$ cat src/rtl/gs_row_op_engine.sv
// Row-pair COPY/SWAP/XOR/CLEAR engine over the dual-port row memory; 2+RD_LAT cycles per pair (2 for CLEAR).
// No backpressure: start is accepted only while idle, and every memory output is registered.
module gs_row_op_engine #(
  parameter int DAT_W  = 8,
  parameter int DAT_D  = 16,
  parameter int RD_LAT = 2,
  parameter int LEN_W  = 5,
  localparam int AW    = $clog2(DAT_D)
) (
  input  logic             clk,
  input  logic             rst_b,
  input  logic             start,
  input  logic [1:0]       mode,
  input  logic [AW-1:0]    addr_a,
  input  logic [AW-1:0]    addr_b,
  input  logic [LEN_W-1:0] len,
  output logic             busy,
  output logic             finish,
  input  logic [DAT_W-1:0] mem_dina,
  input  logic [DAT_W-1:0] mem_dinb,
  output logic [DAT_W-1:0] mem_douta,
  output logic [DAT_W-1:0] mem_doutb,
  output logic [AW-1:0]    mem_addra,
  output logic [AW-1:0]    mem_addrb,
  output logic             mem_rwa,
  output logic             mem_rwb
);

  typedef enum logic [2:0] {S_IDLE, S_ISSUE, S_WAIT, S_WR, S_DONE} state_t;

  localparam logic [1:0] M_COPY = 2'd0;
  localparam logic [1:0] M_SWAP = 2'd1;
  localparam logic [1:0] M_XOR  = 2'd2;
  localparam logic [1:0] M_CLR  = 2'd3;

  localparam int WW = (RD_LAT > 1) ? $clog2(RD_LAT) : 1;
  localparam logic [WW-1:0] W_LAST = WW'(RD_LAT - 1);
  localparam logic [AW-1:0] A_LAST = AW'(DAT_D - 1);

  // Explicit wrap so non-power-of-two depths stay in range.
  function automatic logic [AW-1:0] wrap_inc(input logic [AW-1:0] x);
    return (x == A_LAST) ? '0 : x + 1'b1;
  endfunction

  state_t           state_q, state_d;
  logic [1:0]       mode_q, mode_d;
  logic [AW-1:0]    a_q, a_d, b_q, b_d;
  logic [LEN_W-1:0] len_q, len_d, cnt_q, cnt_d;
  logic [WW-1:0]    wcnt_q, wcnt_d;
  logic [LEN_W:0]   cnt_nx;
  logic             alias_ab;

  logic             busy_d, finish_d, rwa_d, rwb_d;
  logic [DAT_W-1:0] douta_d, doutb_d;
  logic [AW-1:0]    addra_d, addrb_d;

  assign cnt_nx   = {1'b0, cnt_q} + 1'b1;
  assign alias_ab = (a_q == b_q);

  always_comb begin
    state_d  = state_q;
    mode_d   = mode_q;
    a_d      = a_q;
    b_d      = b_q;
    len_d    = len_q;
    cnt_d    = cnt_q;
    wcnt_d   = wcnt_q;
    finish_d = 1'b0;
    rwa_d    = 1'b0;
    rwb_d    = 1'b0;
    douta_d  = '0;
    doutb_d  = '0;
    addra_d  = '0;
    addrb_d  = '0;

    case (state_q)
      S_IDLE: begin
        if (start) begin
          mode_d = mode;
          a_d    = addr_a;
          b_d    = addr_b;
          len_d  = len;
          cnt_d  = '0;
          if (len == '0) begin
            state_d  = S_DONE;
            finish_d = 1'b1;
          end else begin
            state_d = S_ISSUE;
            addra_d = addr_a;
            addrb_d = addr_b;
          end
        end
      end
      S_ISSUE: begin
        addra_d = a_q;
        addrb_d = b_q;
        if (mode_q == M_CLR) begin
          state_d = S_WR;
          rwb_d   = 1'b1;
        end else begin
          state_d = S_WAIT;
          wcnt_d  = '0;
        end
      end
      S_WAIT: begin
        addra_d = a_q;
        addrb_d = b_q;
        if (wcnt_q == W_LAST) begin
          // Read data is valid this cycle; it becomes the registered write data for WR.
          state_d = S_WR;
          case (mode_q)
            M_COPY: begin
              rwb_d   = !alias_ab;
              doutb_d = alias_ab ? '0 : mem_dina;
            end
            M_SWAP: begin
              rwa_d   = !alias_ab;
              rwb_d   = !alias_ab;
              douta_d = alias_ab ? '0 : mem_dinb;
              doutb_d = alias_ab ? '0 : mem_dina;
            end
            M_XOR: begin
              rwb_d   = 1'b1;
              doutb_d = alias_ab ? '0 : (mem_dina ^ mem_dinb);
            end
            default: rwb_d = 1'b1;
          endcase
        end else begin
          wcnt_d = wcnt_q + 1'b1;
        end
      end
      S_WR: begin
        cnt_d = cnt_nx[LEN_W-1:0];
        a_d   = wrap_inc(a_q);
        b_d   = wrap_inc(b_q);
        if (cnt_nx < {1'b0, len_q}) begin
          state_d = S_ISSUE;
          addra_d = wrap_inc(a_q);
          addrb_d = wrap_inc(b_q);
        end else begin
          state_d  = S_DONE;
          finish_d = 1'b1;
        end
      end
      S_DONE: state_d = S_IDLE;
      default: state_d = S_IDLE;
    endcase

    busy_d = (state_d != S_IDLE);
  end

  always_ff @(posedge clk or negedge rst_b) begin
    if (!rst_b) begin
      state_q   <= S_IDLE;
      mode_q    <= '0;
      a_q       <= '0;
      b_q       <= '0;
      len_q     <= '0;
      cnt_q     <= '0;
      wcnt_q    <= '0;
      busy      <= 1'b0;
      finish    <= 1'b0;
      mem_rwa   <= 1'b0;
      mem_rwb   <= 1'b0;
      mem_douta <= '0;
      mem_doutb <= '0;
      mem_addra <= '0;
      mem_addrb <= '0;
    end else begin
      state_q   <= state_d;
      mode_q    <= mode_d;
      a_q       <= a_d;
      b_q       <= b_d;
      len_q     <= len_d;
      cnt_q     <= cnt_d;
      wcnt_q    <= wcnt_d;
      busy      <= busy_d;
      finish    <= finish_d;
      mem_rwa   <= rwa_d;
      mem_rwb   <= rwb_d;
      mem_douta <= douta_d;
      mem_doutb <= doutb_d;
      mem_addra <= addra_d;
      mem_addrb <= addrb_d;
    end
  end

endmodule
$ cat config.mk
export PLATFORM = sky130hd
export DESIGN_NAME = gs_row_op_engine
export DESIGN_NICKNAME = d
export VERILOG_FILES = /design/src/rtl/gs_row_op_engine.sv
export SDC_FILE = /design/constraint.sdc
export NUM_CORES = 1
export LEC_CHECK = 0
export BUFFER_PORTS_ARGS = -buffer_cell sky130_fd_sc_hd__buf_2
export CORE_AREA = 2 2 70 72
export DETAILED_ROUTE_END_ITERATION = 10
export DIE_AREA = 0 0 72 74
export PLACE_DENSITY_LB_ADDON = 0.12
export SYNTH_ARGS = -nofsm -noshare
export SYNTH_HDL_FRONTEND = slang
export SYNTH_SLANG_ARGS = --single-unit
$ cat constraint.sdc
create_clock -name clk -period 4.9 [get_ports clk]
set_input_delay 0 -clock clk [delete_from_list [all_inputs] [get_ports clk]]
set_output_delay 0 -clock clk [all_outputs]
set_load 0.05 [all_outputs]
==> key figures <==
Outcome
  – Status: finished, final reports clean

Logic synthesis
  – Yosys cell types: 39
  – Post-synth top flop: dfrtp_1
  – Syn_nets: 288
  – Post-synth ARST share: 100%
  – Avg Inst Size Synth: 9.97 sq um
  – Warnings, synthesis: 0
  – Number of enable flip-flop cells after synthesis: 0
  – Syn Inst Count: 247
  – Cell area after synthesis: 2460 sq um
  – Yosys reg bits: 52
  – Seq/Total Area, Yosys: 52.8%

Final layout
  – Synth-to-Final Area Change: 30.8%
  – # nets final: 381
  – Commonest cells after routing, fill and taps aside: buf_2, dfrtp_1, nand2_1
  – Final Util: 70.1%
  – Share of cells above drive strength 1: 23.2%
  – Commonest non-fill, non-tap cell in the layout: buf_2
  – Ant. Diodes: 0

Power
  – Internal power: 0.00108 W
  – Switch share: 47.8%
  – Switching power: 0.000993 W
  – Comb pwr share: 52.4%
  – P per Cell Area: 644 nW/um^2
  – Maximum VDD drop: 0.000310 V
  – Part of the power in registers: 35.3%
  – Lkg Pwr: 1.62 nW
  – Clock network power share: 12.2%
  – Total chip power: 0.00208 W

Setup path
  – Setup CP Type: flop to flop
  – Critical Path AT: 2.57 ns
  – Critical path endpoint category: flop
  – CP Max Fanout: 7
  – CP Launch Type: flop
  – Worst Path Required: 5.14 ns

Die
  – DIE HEIGHT: 74 microns
  – Core Area: 4600 sq um
  – I/O pin cnt: 62
  – Die footprint: 5330 sq um
  – Row count: 25
  – Initial core utilization: 53.6%
  – Die width: 72 microns

Global routing
  – Largest net degree at the start of global routing: 53
  – Vias in the first global route: 1,954
  – Overflow after GRT: 0
  – Global-route wire length before repair: 9430 microns
  – Total GRT Usage: 22.9%
  – Initial antenna violation count: 0

Clock tree
  – Clock tree root buffer cell: clkbuf_8
  – H-tree depth: 2
  – TritonCTS clock tree: yes
  – Clock latency on the worst-skew pair: 0.31 ns
  – CTS Sinks: 52
  – Max clock buf depth: 2
  – Inserted Clock Buffers: 5
  – # Post-CTS Setup Buffers: 0
  – Clock slew at reported path FFs: 0.10 ns
  – Number of gates resized after CTS: 0

Routing
  – M1 WL: 2540 microns
  – Initial detailed-routing violation count: 193
  – Residual DRC: 0
  – Highest metal used: met4
  – Met3 WL: 270 microns
  – First-pass DRT Iterations: 4
  – Post-route ant nets: 0
  – Wire length per cell: 14.4 microns
  – Via count: 2,088
  – WL final: 5710 microns
  – Vias per cell: 5.29
  – Metal2 WL: 2820 microns

STA
  – Setup TNS: 0 ns
  – RSZ-0062 raised after global routing: no
  – Fin crit share: 47.5%
  – Slew Viols, Final: 0
  – Worst-Margin Slew: 0.729 ns
  – Final hold violation count: 0
  – Slew margin rel.: 51.2%
  – Minimum clock period: 2.33 ns
  – # setup viols final: 0
  – Clk_skew: 0.0110 ns
  – Maximum clock frequency: 0.429 GHz

Flow run
  – Maxcap violations: 0

Place
  – GPL Wtd Cong: 0.822
  – DP HPWL: 3690 microns
  – Number of port buffers: 61

Hold path
  – Hold Path Class: input pin to flop
## power by group through the flow
| stage | registers (W) | clock network, W | logic (W) |
|---|---|---|---|
| 4_1_cts | 0.000730 | 0.000263 | 0.00109 |
| 3_3_place_gp | 0.000737 | 0 | 0.00104 |
| 5_1_grt | 0.000757 | 0.000275 | 0.00119 |
| 6_report | 0.000734 | 0.000254 | 0.00109 |
| 2_1_floorplan | 0.000926 | 0 | 0.000621 |
| 3_5_place_dp | 0.000740 | 0 | 0.00106 |
## layer usage
metal  up-vias  track usage, %
li1       1033               -
met1       985            31.5
met2        59            37.3
met3        11            4.34
met4         0            7.13
met5         -               0
## worst max-delay path, cell delays in order (launching register included)
cell and delay (ns):
dfrtp_1 0.44, ha_1 0.27, xor2_1 0.16, ha_1 0.19, or3_1 0.34, o22a_1 0.26, a21oi_2 0.33, a21oi_1 0.12
o21ai_1 0.17
## path summary, 6_finish.rpt
kind	start	end	slack (ns)	depth (start not counted)
worst max-delay path	cnt_q[0]	mem_addrb[2]	2.57	8
worst min-delay path	start	mode_q[0]	0.33	5
worst max register to register	cnt_q[0]	mem_addrb[2]	2.57	8
worst min register to register	mode_q[0]	mode_q[0]	0.51	2
max in group asynchronous	rst_b	mem_addra[0]	4.12	3
min in group asynchronous	rst_b	b_q[3]	0.34	3
## through the flow
stage | instances | setup slack [ns] | hold slack (ns) | cell area, sq um
final | 395 | 2.57 | 0.326 | 3220
after global routing | 395 | 2.43 | 0.347 | 3220
after CTS | 395 | 2.57 | 0.300 | 3220
after detailed placement | 355 | 2.58 | 0.154 | 2810
after global placement | 355 | 2.66 | 0.158 | 2810
after floorplan | 247 | 2.78 | -0.296 | 2460
## layout make-up
type	instances	area, sq um
Clock buffer	7	86.3
Clock inverter	1	7.51
Multi-Input combinational cell	178	1090
Inverter	8	30.0
Timing Repair Buffer	95	641
Fill cell	354	1380
Tap cell	54	67.6
Sequential cell	52	1300
## repair_timing
item                                   4_1_cts  5_1_grt
endpoints found under the hold margin       86        0
setup endpoints to repair                    0        0
hold buffers                                32        0
## flip-flops by register name, indices dropped and copies added (netlist names)
register and cells:
mem_addra 4, a_q 4, mem_addrb 4, mode_q 2, mem_douta 8, busy 1
b_q 4, cnt_q 5, len_q 5, state_q 3, mem_doutb 8, finish 1
wcnt_q 1, mem_rwa 1, mem_rwb 1
## cells in the mapped netlist (all sizes together) (2+ instances only)
cell type	instances	area (sq um)
nand2	43	164
a21oi	13	68.8
inv	8	30.0
buf	7	35.0
dfrtp	52	1300
and3b	2	17.5
xor2	9	78.8
o21a	4	30.0
clkbuf	2	7.51
nand3b	3	35.0
a22oi	6	45.0
o21bai	2	15.0
and3	6	37.5
nand3	6	30.0
or3	2	12.5
o21ai	19	95.1
xnor2	7	61.3
o2bb2ai	2	17.5
a31oi	2	12.5
a22o	2	17.5
a32oi	2	17.5
nor2	22	87.6
ha	7	87.6
a31o	2	17.5
and2	8	50.1
## cells by family after synthesis
logic type,after synthesis,synth area share [%]
flops,52,52.8
simple gates,96,19.1
compound gates,59,15.8
buf+inv,17,2.95
xor+xnor,16,5.69
fa+ha+maj,7,3.55
Note: power is estimated with default switching activity, not from simulation.
